`config.mk`:
```
export PLATFORM = sky130hd
export DESIGN_NAME = video_pattern_gen
export DESIGN_NICKNAME = d
export VERILOG_FILES = /design/src/rtl/video_pattern_gen.sv
export SDC_FILE = /design/constraint.sdc
export NUM_CORES = 1
export LEC_CHECK = 0
export ABC_AREA = 1
export CAP_MARGIN = 10
export CORE_UTILIZATION = 61
export DETAILED_ROUTE_END_ITERATION = 16
export PLACE_DENSITY = 0.84
export SYNTH_ARGS = -nofsm -noshare
export SYNTH_HDL_FRONTEND = slang
export SYNTH_SLANG_ARGS = --single-unit
export TNS_END_PERCENT = 5
```
`constraint.sdc`:
```
create_clock -name pix_clk_i -period 4.2 [get_ports pix_clk_i]
set_input_delay 0.63 -clock pix_clk_i [delete_from_list [all_inputs] [get_ports pix_clk_i]]
set_output_delay 0.63 -clock pix_clk_i [all_outputs]
set_load 0.03 [all_outputs]
```
`src/rtl/video_pattern_gen.sv`:
```
// Parametrised test-pattern video source (fv/lv/data) standing in for the SDI deserializer.
// Optional build macro VIDEO_PATTERN_GEN_PRBS_EN: mode 3 emits a 16-bit PRBS instead of solid_i.
module video_pattern_gen #(
    parameter int unsigned DATA_W     = 16,
    parameter int unsigned H_ACTIVE   = 1920,
    parameter int unsigned H_BLANK    = 280,
    parameter int unsigned V_ACTIVE   = 1080,
    parameter int unsigned V_BLANK    = 45,
    parameter int unsigned INIT_DELAY = 16000,
    parameter int unsigned FRAMES     = 0,
    parameter int unsigned CHK_SHIFT  = 5
) (
    input  logic              pix_clk_i,
    input  logic              rst_n_i,
    input  logic              enable_i,
    input  logic [1:0]        mode_i,
    input  logic [DATA_W-1:0] solid_i,
    output logic              fv_o,
    output logic              lv_o,
    output logic [DATA_W-1:0] data_o,
    output logic [15:0]       frame_cnt_o,
    output logic              busy_o,
    output logic              done_o
);

    localparam int unsigned H_TOTAL  = H_ACTIVE + H_BLANK;
    localparam int unsigned VB_TOTAL = V_BLANK * H_TOTAL;
    localparam int unsigned H_W      = $clog2(H_TOTAL + 2);
    localparam int unsigned V_W      = $clog2(V_ACTIVE + 2);
    localparam int unsigned I_W      = $clog2(INIT_DELAY + 2);
    localparam int unsigned VB_W     = $clog2(VB_TOTAL + 2);
    localparam int unsigned BAR_W    = (H_ACTIVE >= 8) ? (H_ACTIVE / 8) : 1;
    localparam int unsigned BS_W     = $clog2(BAR_W + 2);
    localparam int unsigned BAR_STEP = ((2 ** DATA_W) - 1) / 7;

    typedef enum logic [2:0] {
        S_IDLE,
        S_INIT,
        S_ACTIVE,
        S_VBLANK,
        S_DONE
    } state_t;

    state_t            r_state, w_state_nxt;
    logic [I_W-1:0]    r_init_cnt, w_init_nxt;
    logic [VB_W-1:0]   r_vb_cnt, w_vb_nxt;
    logic [H_W-1:0]    r_h, w_h_nxt;
    logic [V_W-1:0]    r_v, w_v_nxt;
    logic [15:0]       r_frame_cnt, w_frame_nxt, w_frame_inc;
    logic [1:0]        r_mode, w_mode_nxt;
    logic [2:0]        r_bar, w_bar_nxt;
    logic [BS_W-1:0]   r_bar_sub, w_sub_nxt;
    logic              w_start;
    logic              w_pix;
    logic              w_lv_nxt;
    logic              w_chk;
    logic [DATA_W-1:0] w_mode3;
    logic [DATA_W-1:0] w_pat;
    logic              r_fv, r_lv, r_busy, r_done;
    logic [DATA_W-1:0] r_data;

    // Sequencing: w_pix marks that the next cycle presents a position inside ACTIVE.
    always_comb begin
        w_state_nxt = r_state;
        w_init_nxt  = r_init_cnt;
        w_vb_nxt    = r_vb_cnt;
        w_h_nxt     = r_h;
        w_v_nxt     = r_v;
        w_frame_nxt = r_frame_cnt;
        w_mode_nxt  = r_mode;
        w_start     = 1'b0;
        w_pix       = 1'b0;
        w_frame_inc = (r_frame_cnt == 16'hFFFF) ? r_frame_cnt : r_frame_cnt + 16'd1;
        case (r_state)
            S_IDLE: begin
                if (enable_i) begin
                    w_state_nxt = S_INIT;
                    w_init_nxt  = I_W'(INIT_DELAY);
                    w_frame_nxt = 16'd0;
                end
            end
            S_INIT: begin
                if (!enable_i)               w_state_nxt = S_IDLE;
                else if (r_init_cnt == '0)   w_start     = 1'b1;
                else                         w_init_nxt  = r_init_cnt - I_W'(1);
            end
            S_ACTIVE: begin
                if (!enable_i) begin
                    w_state_nxt = S_IDLE;
                end else if (r_h == H_W'(H_TOTAL - 1)) begin
                    w_h_nxt = '0;
                    if (r_v == V_W'(V_ACTIVE - 1)) begin
                        w_frame_nxt = w_frame_inc;
                        if ((FRAMES != 0) && (32'(w_frame_inc) == FRAMES)) begin
                            w_state_nxt = S_DONE;
                        end else if (V_BLANK == 0) begin
                            w_start = 1'b1;
                        end else begin
                            w_state_nxt = S_VBLANK;
                            w_vb_nxt    = VB_W'(VB_TOTAL - 1);
                        end
                    end else begin
                        w_v_nxt = r_v + V_W'(1);
                        w_pix   = 1'b1;
                    end
                end else begin
                    w_h_nxt = r_h + H_W'(1);
                    w_pix   = 1'b1;
                end
            end
            S_VBLANK: begin
                if (!enable_i)             w_state_nxt = S_IDLE;
                else if (r_vb_cnt == '0)   w_start     = 1'b1;
                else                       w_vb_nxt    = r_vb_cnt - VB_W'(1);
            end
            S_DONE: begin
                if (!enable_i) w_state_nxt = S_IDLE;
            end
            default: w_state_nxt = S_IDLE;
        endcase
        if (w_start) begin
            w_state_nxt = S_ACTIVE;
            w_h_nxt     = '0;
            w_v_nxt     = '0;
            w_mode_nxt  = mode_i;
            w_pix       = 1'b1;
        end
    end

    assign w_lv_nxt = w_pix && (w_h_nxt < H_W'(H_ACTIVE));

    // Bar index advances by a sub-counter; bar 7 holds to absorb the H_ACTIVE/8 remainder.
    always_comb begin
        w_bar_nxt = r_bar;
        w_sub_nxt = r_bar_sub;
        if (w_pix) begin
            if (w_h_nxt == '0) begin
                w_bar_nxt = 3'd0;
                w_sub_nxt = '0;
            end else if (r_bar != 3'd7) begin
                if ((32'(r_bar_sub) + 32'd1) == BAR_W) begin
                    w_bar_nxt = r_bar + 3'd1;
                    w_sub_nxt = '0;
                end else begin
                    w_sub_nxt = r_bar_sub + BS_W'(1);
                end
            end
        end
    end

`ifdef VIDEO_PATTERN_GEN_PRBS_EN
    localparam logic [15:0] PRBS_SEED = 16'hACE1;

    logic [15:0] r_lfsr, w_lfsr_nxt, w_lfsr_out;

    function automatic logic [15:0] lfsr_step(input logic [15:0] s);
        return {s[0] ^ s[2] ^ s[3] ^ s[5], s[15:1]};
    endfunction

    // r_lfsr holds the value for the next active pixel; reseeded at every frame start.
    always_comb begin
        w_lfsr_nxt = r_lfsr;
        w_lfsr_out = r_lfsr;
        if (w_start) begin
            w_lfsr_out = PRBS_SEED;
            w_lfsr_nxt = lfsr_step(PRBS_SEED);
        end else if (w_lv_nxt) begin
            w_lfsr_nxt = lfsr_step(r_lfsr);
        end
    end

    always_ff @(posedge pix_clk_i or negedge rst_n_i) begin
        if (!rst_n_i) r_lfsr <= '0;
        else          r_lfsr <= w_lfsr_nxt;
    end

    assign w_mode3 = DATA_W'(w_lfsr_out);
`else
    logic [DATA_W-1:0] r_solid;

    always_ff @(posedge pix_clk_i or negedge rst_n_i) begin
        if (!rst_n_i)     r_solid <= '0;
        else if (w_start) r_solid <= solid_i;
    end

    assign w_mode3 = w_start ? solid_i : r_solid;
`endif

    assign w_chk = (((32'(w_h_nxt) >> CHK_SHIFT) ^ (32'(w_v_nxt) >> CHK_SHIFT)) & 32'd1) != 32'd0;

    always_comb begin
        w_pat = '0;
        case (w_mode_nxt)
            2'd0:    w_pat = DATA_W'(w_h_nxt);
            2'd1:    w_pat = DATA_W'(32'(w_bar_nxt) * BAR_STEP);
            2'd2:    w_pat = w_chk ? '1 : '0;
            default: w_pat = w_mode3;
        endcase
    end

    always_ff @(posedge pix_clk_i or negedge rst_n_i) begin
        if (!rst_n_i) begin
            r_state     <= S_IDLE;
            r_init_cnt  <= '0;
            r_vb_cnt    <= '0;
            r_h         <= '0;
            r_v         <= '0;
            r_frame_cnt <= '0;
            r_mode      <= '0;
            r_bar       <= '0;
            r_bar_sub   <= '0;
            r_fv        <= 1'b0;
            r_lv        <= 1'b0;
            r_data      <= '0;
            r_busy      <= 1'b0;
            r_done      <= 1'b0;
        end else begin
            r_state     <= w_state_nxt;
            r_init_cnt  <= w_init_nxt;
            r_vb_cnt    <= w_vb_nxt;
            r_h         <= w_h_nxt;
            r_v         <= w_v_nxt;
            r_frame_cnt <= w_frame_nxt;
            r_mode      <= w_mode_nxt;
            r_bar       <= w_bar_nxt;
            r_bar_sub   <= w_sub_nxt;
            r_fv        <= (w_state_nxt == S_ACTIVE);
            r_lv        <= w_lv_nxt;
            r_data      <= w_lv_nxt ? w_pat : '0;
            r_busy      <= (w_state_nxt == S_INIT) || (w_state_nxt == S_ACTIVE) ||
                           (w_state_nxt == S_VBLANK);
            r_done      <= (w_state_nxt == S_DONE);
        end
    end

    assign fv_o        = r_fv;
    assign lv_o        = r_lv;
    assign data_o      = r_data;
    assign frame_cnt_o = r_frame_cnt;
    assign busy_o      = r_busy;
    assign done_o      = r_done;

endmodule

```
After elaboration in Yosys (flattened, before gate mapping)
Index checks and enable logic that the tools add are counted.
{"block": "op_classes", "multipliers": 1, "n_mux": 54, "bitwise": 1, "n_reduce_logical": 21, "n_lt_le_gt_ge": 1, "add_sub_neg": 8, "eq_ne": 25}
{"operator": "16-bit two-way mux", "n": 8}
{"operator": "17-bit two-way mux", "n": 5}
{"operator": "11-bit two-way mux", "n": 5}
{"operator": "12-bit two-way mux", "n": 4}
{"operator": "16-bit case mux with 3 select lines", "n": 1}
{"operator": "14-bit two-way mux", "n": 3}
{"operator": "17-bit case mux with 2 select lines", "n": 1}
{"operator": "16-bit case mux with 2 select lines", "n": 1}
{"operator": "3-bit two-way mux", "n": 10}
{"operator": "14-bit case mux with 2 select lines", "n": 1}
{"operator": "8-bit two-way mux", "n": 3}
{"operator": "2-bit != test (second input constant)", "n": 10}
{"operator": "17-bit logical NOT", "n": 1}
{"operator": "17-bit by 1-bit subtractor with 17-bit output (second input constant)", "n": 1}
{"operator": "16-bit by 1-bit adder with 16-bit output (second input constant)", "n": 1}
{"operator": "16-bit equality test (second input constant)", "n": 1}
{"operator": "3-bit by 13-bit multiplier with 15-bit output (second input constant)", "n": 1}
{"operator": "14-bit logical NOT", "n": 1}
{"operator": "2-bit nonzero test", "n": 7}
{"operator": "14-bit by 1-bit subtractor with 14-bit output (second input constant)", "n": 1}
{"operator": "12-bit by 1-bit adder with 12-bit output (second input constant)", "n": 1}
{"operator": "12-bit equality test (second input constant)", "n": 1}
{"operator": "3-bit by 2-bit equality test with 1-bit output (second input constant)", "n": 4}
{"operator": "12-bit logical NOT", "n": 1}
{"operator": "25 further kinds", "n": 38}
{"block": "totals", "output_inout_bits": 36, "elab_cells": 127, "ff_bits": 122}

Logic depth before layout (Yosys ltp)
Gate-level depths: netlist of run 1.
{"block": "logic_depth", "depth_word": 11, "mapped_depth": 18, "ltp_nobuf": 18}

Least setup slack after synthesis of run 1
OpenSTA, ideal clock, no wires.
{"block": "synth_timing", "path_kind": "register to register", "startpoint": "reg r_init_cnt[0]", "endpoint": "reg r_bar_sub[1]", "path_stages_with_launch": 17, "arrival_time_ns": 1.946, "slack_ns": 2.133, "setup_ns": 0.121, "cell_sequence": "dfrtp_1 inv_1 ha_1 nand3_1 nor2_1 nand2_1 nand2_1 nand3_2 buf_6 nand2_1 nand3_2 nor2_4 nand3_4 o21ai_4 inv_6 nand2_1 o21ai_1"}
{"block": "synth_between", "elab_chain_cells": 8}
{"element": "start, declared", "line_no": "45", "rtl": "logic [I_W-1:0] r_init_cnt, w_init_nxt;"}
{"element": "start signal, assigned", "line_no": "219", "rtl": "r_init_cnt <= w_init_nxt;"}
{"element": "14-bit logical NOT (*)", "line_no": "84", "rtl": "else if (r_init_cnt == '0) w_start = 1'b1;"}
{"element": "1-bit two-way mux (*)", "line_no": "84"}
{"element": "1-bit two-way mux (*)", "line_no": "83", "rtl": "if (!enable_i) w_state_nxt = S_IDLE;"}
{"element": "1-bit case mux with 2 select lines (*)", "line_no": "74", "rtl": "case (r_state)"}
{"element": "12-bit two-way mux", "line_no": "121", "rtl": "if (w_start) begin"}
{"element": "12-bit logical NOT", "line_no": "137", "rtl": "if (w_h_nxt == '0) begin"}
{"element": "2-bit nonzero test (no line)"}
{"element": "2-bit AND reduction (no line)"}
{"element": "end signal, assigned", "line_no": "226", "rtl": "r_bar_sub <= w_sub_nxt;"}
{"element": "end, declared", "line_no": "52", "rtl": "logic [BS_W-1:0] r_bar_sub, w_sub_nxt;"}
Every way passes the cells marked *; elsewhere a longest branch is shown, timed or not.
A chain may end at the register's enable or synchronous reset.

Final worst setup path of run 1
{"block": "layout_timing", "startpoint": "reg r_init_cnt[0]", "endpoint": "reg r_data[3], in the netlist data_o[3]"}
{"element": "14-bit logical NOT (*)", "line_no": "84"}
{"element": "1-bit two-way mux (*)", "line_no": "84"}
{"element": "1-bit two-way mux (*)", "line_no": "83"}
{"element": "1-bit case mux with 2 select lines (*)", "line_no": "74"}
{"element": "2-bit two-way mux (*)", "line_no": "121"}
{"element": "via w_mode_nxt[0]", "line_no": "50", "rtl": "logic [1:0] r_mode, w_mode_nxt;"}
{"element": "2-bit equality test, or another cell as far along", "line_no": "193", "rtl": "case (w_mode_nxt)"}
{"element": "16-bit case mux with 3 select lines (*)", "line_no": "193"}
{"element": "16-bit two-way mux (*)", "line_no": "229", "rtl": "r_data <= w_lv_nxt ? w_pat : '0;"}
{"element": "end signal, assigned", "line_no": "229"}
{"element": "end, declared", "line_no": "60", "rtl": "logic [DATA_W-1:0] r_data;"}
The timed path passes the listed nets; every way through them passes the cells marked *.

==> results.py, run 1 <==
metrics = {
    "logic_synthesis": {
        "yosysWarnings": 0,
        "synthCells": 851,
        "yosysUniqueCellTypes": 46,
        "syn_area_per_cell_sq_um": 7.729,
        "synth_area_sq_um": 6578,
        "synth.yosys.seq_area_share": 0.4641,
        "ys_ff_latch": 122,
        "syn-num-nets": 882,
    },
    "sta": {
        "max_freq_mhz": 339.0,
        "rsz0062_at_grt": "false",
        "holdWs_ps": 242.3,
        "finalSetupTns_ps": 0,
        "drv_slew": 0,
        "setup-violations-final": 0,
        "hold_violations": 0,
        "fin_crit_ps": 2950,
        "skew_ps": 6.517,
        "max_slew_margin": 0.3685,
        "layout_setup_ws_ps": 1250,
        "min_period_over_period": 0.7023,
        "worst_pin_slew_ps": 947.2,
    },
    "final_layout": {
        "area_growth_pct": 18.68,
        "num-nets-final": 947,
        "fin_cells": 1063,
        "drive_gt1_frac": 0.08954,
        "n_antenna_cell": 0,
    },
    "power": {
        "swShare": 0.2931,
        "powerDensity_nw_per_um2": 433.4,
        "p_clk_frac": 0.407,
        "combPwrFrac": 0.168,
        "seq_power_share": 0.425,
        "worst_ir_drop_vdd_uv": 367.3,
        "leakage_nw": 3.950,
        "power_switching_mw": 0.9915,
        "power.internal_mw": 2.392,
    },
    "routing": {
        "drtIter0Drc": 406,
        "drt-total-wl_mm": 14.73,
        "wl_per_cell_microns": 13.86,
        "drtPass1Iterations": 6,
        "vias": 5817,
        "drc": 0,
        "detail_route.vias_per_cell": 5.472,
        "ant_nets": 0,
    },
    "die": {
        "core-area_sq_um": 10370,
        "die-area_sq_um": 11200,
        "start_util": 0.6343,
        "chipHeight_microns": 105.8,
        "top_level_ports": 57,
        "rows": 37,
        "fp.dieW_microns": 105.8,
    },
    "global_route": {
        "antenna_found_initial": 0,
        "grt_overflow_total": 0,
        "grt_max_degree": 74,
        "grt_pass1_vias": 5750,
        "grt_pass1_wl_mm": 25.56,
        "grtUsageTotal": 0.2914,
    },
    "clocking": {
        "clk_pin_slew_ps": 60,
        "cts_root_buffer": "clkbuf_8",
        "clock_path_buffers": 2,
        "cts_tree": "built",
        "cts_hold_buf": 0,
        "clock_latency_ps": 530,
        "ctsResizeCount": 0,
        "cts_made_buffers": 17,
        "cts_sinks": 122,
        "cts.htree.levels": 4,
        "cts_setup_buffers": 0,
    },
    "placed_design": {
        "post-place-ws_ps": 812.2,
        "dp_hpwl_mm": 10.37,
        "place_inst": 1033,
        "io_buffers": 56,
        "gp_congestion": 0.8608,
    },
    "job": {
        "cap_viol_max_count": 0,
    },
    "setup_path": {
        "crit_arrival_ps": 3420,
        "required_ps": 4670,
        "end_kind": "register",
        "path_class": "register to register",
        "start_kind": "register",
        "r2r_cells": 14,
        "cp_max_fo": 22,
    },
    "status": {
        "status": "finished, final reports clean",
    },
    "hold_path": {
        "hold_path_class": "input pin to asynchronous set/reset pin",
    },
}
-- cell type report --
type                            count  area [sq um]
Fill cell                         752          2564
Clock inverter                      8         95.09
Timing Repair Buffer               59         593.1
Inverter                          123         466.7
Sequential cell                   122          3053
Multi-Input combinational cell    593          2965
Tap cell                          136         170.2
Clock buffer                       22         462.9
-- cell usage after synthesis (all sizes together) --
cell | n | area (sq um)
xor2 | 5 | 43.79
o31ai | 4 | 30.03
o22ai | 1 | 6.260
nand4 | 15 | 100.1
o31a | 1 | 8.760
a21oi | 37 | 185.2
xnor2 | 2 | 17.52
nand2 | 224 | 877.1
o21ai | 48 | 262.8
a31oi | 4 | 25.02
o21bai | 1 | 7.510
inv | 122 | 463.0
ha | 10 | 125.1
o21a | 3 | 22.52
nor3 | 18 | 101.4
nand3b | 4 | 30.03
clkbuf | 1 | 3.750
or2 | 1 | 6.260
a21o | 1 | 7.510
dfrtp | 122 | 3053
a211oi | 5 | 37.54
nor2 | 131 | 583.1
a41oi | 1 | 8.760
nand3 | 66 | 400.4
clkinv | 1 | 3.750
nor4 | 8 | 56.30
nor3b | 3 | 22.52
buf | 12 | 88.83
-- worst paths after layout --
path | startpoint | endpoint | slack (ps)
min in group pix_clk_i | r_vb_cnt[16]$_DFFE_PN0P_ | r_vb_cnt[16]$_DFFE_PN0P_ | 480
max | r_init_cnt[0]$_DFFE_PN0P_ | data_o[3]$_DFF_PN0_ | 1250
max reg2reg | r_init_cnt[0]$_DFFE_PN0P_ | data_o[3]$_DFF_PN0_ | 1250
max in group asynchronous | rst_n_i | r_bar[0]$_DFF_PN0_ | 3150
min | rst_n_i | r_init_cnt[10]$_DFFE_PN0P_ | 240
min reg2reg | r_vb_cnt[16]$_DFFE_PN0P_ | r_vb_cnt[16]$_DFFE_PN0P_ | 480
-- layout by cell type (no fill, tap or decap), drive strengths merged --
master         instances
nand3b                 4
o21a                   3
a211oi                 5
xnor2                  2
clkinv                 5
o31a                   1
o31ai                  4
clkbuf                22
nand2                224
nor3                  18
a31oi                  4
xor2                   5
nand4                 15
nor2                 131
ha                    10
o21bai                 1
buf                    4
dfrtp                122
a21o                   1
a41oi                  1
o22ai                  1
clkdlybuf4s50         55
clkinvlp               2
nand3                 66
inv                  122
bufinv                 2
nor3b                  3
or2                    1
nor4                   8
o21ai                 48
a21oi                 37
-- cell families (layout without fill, tap and decap cells) --
group | after synthesis | count (layout) | synth area share
buffers and inverters | 136 | 212 | 0.08503
XOR/XNOR | 7 | 7 | 0.009321
AO/OA/AOI/OAI | 106 | 106 | 0.09150
AND/OR/NAND/NOR | 470 | 470 | 0.3310
adder cells (fa/ha/maj) | 10 | 10 | 0.01902
flip-flops | 122 | 122 | 0.4641
-- power groups by stage --
stage          Combinational (mW)  Sequential, mW  Clock, mW
2_1_floorplan               0.424            1.42          0
3_3_place_gp                0.527            1.45          0
3_5_place_dp                0.555            1.45          0
4_1_cts                     0.566            1.43       1.39
5_1_grt                     0.651            1.45       1.45
6_report                    0.568            1.44       1.38
-- stage by stage --
stage / area (sq um) / utilization / power [mW]
finish: 7806 / 0.7528 / 3.383
global route: 7806 / 0.7528 / 3.551
CTS: 7806 / 0.7528 / 3.389
detailed placement: 7248 / 0.6990 / 2.006
global placement: 7248 / 0.6990 / 1.972
floorplan: 6578 / - / 1.847
-- critical path: stages, from the launching register on --
cell and delay [ps]:
dfrtp_1 360, inv_1 130, ha_1 200, nand3_1 100, nor2_1 100, nand2_1 70, nand2_1 140, nand3_2 460
nand2_1 290, o21ai_4 110, nor2_1 570, nand2_1 130, nand3_1 120, nand2_1 50, inv_1 50
-- layer usage --
metal / vias to the layer above / global-route usage / part of all wire
li1: 2862 / - / -
met1: 2765 / 0.3534 / 0.44
met2: 159 / 0.4851 / 0.49
met3: 31 / 0.07978 / 0.045
met4: 0 / 0.1310 / 0.021
met5: - / 0 / 0
-- flip-flops by register name (all words and copies together) (netlist names) --
signal / count
data_o: 16
r_state: 3
r_v: 11
busy_o: 1
frame_cnt_o: 16
r_h: 12
r_init_cnt: 14
fv_o: 1
r_bar_sub: 8
r_mode: 2
lv_o: 1
r_bar: 3
r_vb_cnt: 17
done_o: 1
r_solid: 16
Note: power is estimated with default switching activity, not from simulation.
==> run 2, diff against run 1 <==
--- a/config.mk
+++ b/config.mk
@@ -7,9 +7,9 @@
 export LEC_CHECK = 0
 export ABC_AREA = 1
 export CAP_MARGIN = 10
-export CORE_UTILIZATION = 61
+export CORE_UTILIZATION = 53
 export DETAILED_ROUTE_END_ITERATION = 16
-export PLACE_DENSITY = 0.84
+export PLACE_DENSITY = 0.77
 export SYNTH_ARGS = -nofsm -noshare
 export SYNTH_HDL_FRONTEND = slang
 export SYNTH_SLANG_ARGS = --single-unit
==> constraint.sdc (replaced) <==
create_clock -name pix_clk_i -period 2.6 [get_ports pix_clk_i]
set_input_delay 0.39 -clock pix_clk_i [delete_from_list [all_inputs] [get_ports pix_clk_i]]
set_output_delay 0.39 -clock pix_clk_i [all_outputs]
set_load 0.03 [all_outputs]
==> results.py, run 2 (same netlist as run 1, synthesis figures left out) <==
metrics = {
    "routing": {
        "drc": 0,
        "vias": 5789,
        "drtPass1Iterations": 7,
        "detail_route.vias_per_cell": 5.118,
        "wl_per_cell_microns": 12.63,
        "drtIter0Drc": 320,
        "drt-total-wl_mm": 14.29,
        "ant_nets": 0,
    },
    "clocking": {
        "clock_latency_ps": 420,
        "cts_tree": "built",
        "cts_made_buffers": 17,
        "clock_path_buffers": 2,
        "clk_pin_slew_ps": 60,
        "cts_root_buffer": "clkbuf_16",
        "cts.htree.levels": 4,
        "cts_sinks": 122,
    },
    "sta": {
        "hold_violations": 0,
        "worst_pin_slew_ps": 488.1,
        "setup-violations-final": 0,
        "skew_ps": 14.00,
        "min_period_over_period": 0.9061,
        "max_freq_mhz": 424.5,
        "finalSetupTns_ps": 0,
        "max_slew_margin": 0.6746,
        "fin_crit_ps": 2356,
        "drv_slew": 0,
        "rsz0062_at_grt": "true",
    },
    "hold_path": {
        "hold_path_class": "register to register",
    },
    "status": {
        "status": "finished, final reports clean",
    },
    "final_layout": {
        "mostFrequentLayoutCell": "nand2_1",
        "mostFrequentLayoutCells": "nand2_1 (216), dfrtp_1 (122), inv_1 (114)",
        "drive_gt1_frac": 0.1267,
        "largest_reg_flops": 17,
        "n_antenna_cell": 0,
        "fin_cells": 1131,
        "largest_register": "r_vb_cnt",
        "fillers": 984,
        "area_growth_pct": 24.71,
        "finalInstanceArea_sq_um": 8203,
        "num-nets-final": 982,
    },
    "die": {
        "rows": 40,
        "top_level_ports": 57,
        "die-area_sq_um": 12860,
        "start_util": 0.5453,
        "core-area_sq_um": 12060,
        "chipHeight_microns": 113.4,
        "fp.dieW_microns": 113.4,
    },
    "power": {
        "powerDensity_nw_per_um2": 680.7,
        "power_switching_mw": 1.626,
        "worst_ir_drop_vdd_uv": 489.5,
        "swShare": 0.2912,
        "seq_power_share": 0.416,
        "power.internal_mw": 3.958,
        "p_total_mw": 5.584,
        "combPwrFrac": 0.171,
        "leakage_nw": 4.139,
        "p_clk_frac": 0.413,
    },
    "setup_path": {
        "path_class": "register to register",
        "end_kind": "register",
        "crit_arrival_ps": 2680,
        "start_kind": "register",
        "required_ps": 2920,
        "cp_max_fo": 7,
    },
    "placed_design": {
        "placed_cell_area_sq_um": 7523,
        "dp_hpwl_mm": 10.32,
        "place_inst": 1093,
        "gp_congestion": 0.8547,
        "io_buffers": 56,
    },
    "global_route": {
        "grt_pass1_vias": 5486,
        "grt_overflow_total": 0,
        "grtUsageTotal": 0.2433,
        "antenna_found_initial": 0,
        "grt_pass1_wl_mm": 24.90,
        "grt_max_degree": 43,
    },
    "job": {
        "cap_viol_max_count": 0,
    },
}
==> run 2: power by group through the flow <==
stage / logic, mW / registers [mW] / clock network, mW
2_1_floorplan: 0.684 / 2.30 / 0
3_3_place_gp: 0.910 / 2.34 / 0
3_5_place_dp: 0.934 / 2.35 / 0
4_1_cts: 0.946 / 2.32 / 2.35
5_1_grt: 1.11 / 2.35 / 2.44
6_report: 0.953 / 2.32 / 2.31
==> run 2: per-layer routing <==
metal	vias up	wire, microns	GRT usage
met3	16	621	0.05632
li1	2928	-	-
met4	0	191	0.09298
met2	135	6807	0.3885
met1	2710	6669	0.3242
met5	-	0	0
==> run 2: timing repair <==
item | CTS | global route
endpoints found under the hold margin | 34 | 0
endpoints found under the setup margin | 0 | 28
resized for setup | 0 | 9
hold buffers | 1 | 0
setup buffers | 0 | 6
==> run 2: critical path: stages (launching register included) <==
cell,delay (ps)
dfrtp_1,380
ha_1,190
nand2_1,100
inv_1,70
nand2_1,70
nor2_4,130
nand2_2,110
o21ai_2,200
nand2_1,110
nor2_4,220
nand4_1,140
nor2_1,150
buf_4,150
a21oi_1,60
nor3b_1,180
==> run 2: final cells by class <==
type,instances,area (sq um),area share
Tap cell,168,210.2,0.02563
Clock buffer,21,470.5,0.05735
Timing Repair Buffer,94,883.3,0.1077
Sequential cell,122,3053,0.3722
Clock inverter,10,118.9,0.01449
Multi-Input combinational cell,593,2998,0.3655
Inverter,123,469.2,0.05720
==> run 2: metrics by stage <==
step           worst slack [ps]  utilization  hold WS, ps
2_1_floorplan             533.0            -        94.41
3_3_place_gp              37.26       0.6238        389.7
3_5_place_dp             -8.206       0.6238        384.6
4_1_cts                   74.72       0.6734        477.8
5_1_grt                  -10.71       0.6801        506.1
6_report                  244.2       0.6801        473.7
==> run 2: worst paths after layout <==
path                       cells after the start                  from                        end  slack [ps]
max                                           14      r_h[0]$_DFF_PN0_   r_vb_cnt[10]$_DFFE_PN0P_         240
min                                            2  r_solid[1]$_DFF_PN0_       r_solid[1]$_DFF_PN0_         470
max reg2reg                                   14      r_h[0]$_DFF_PN0_   r_vb_cnt[10]$_DFFE_PN0P_         240
min reg2reg                                    2  r_solid[1]$_DFF_PN0_       r_solid[1]$_DFF_PN0_         470
max in group asynchronous                      3               rst_n_i             fv_o$_DFF_PN0_        1390
min in group asynchronous                      2               rst_n_i  r_init_cnt[6]$_DFFE_PN0P_         490
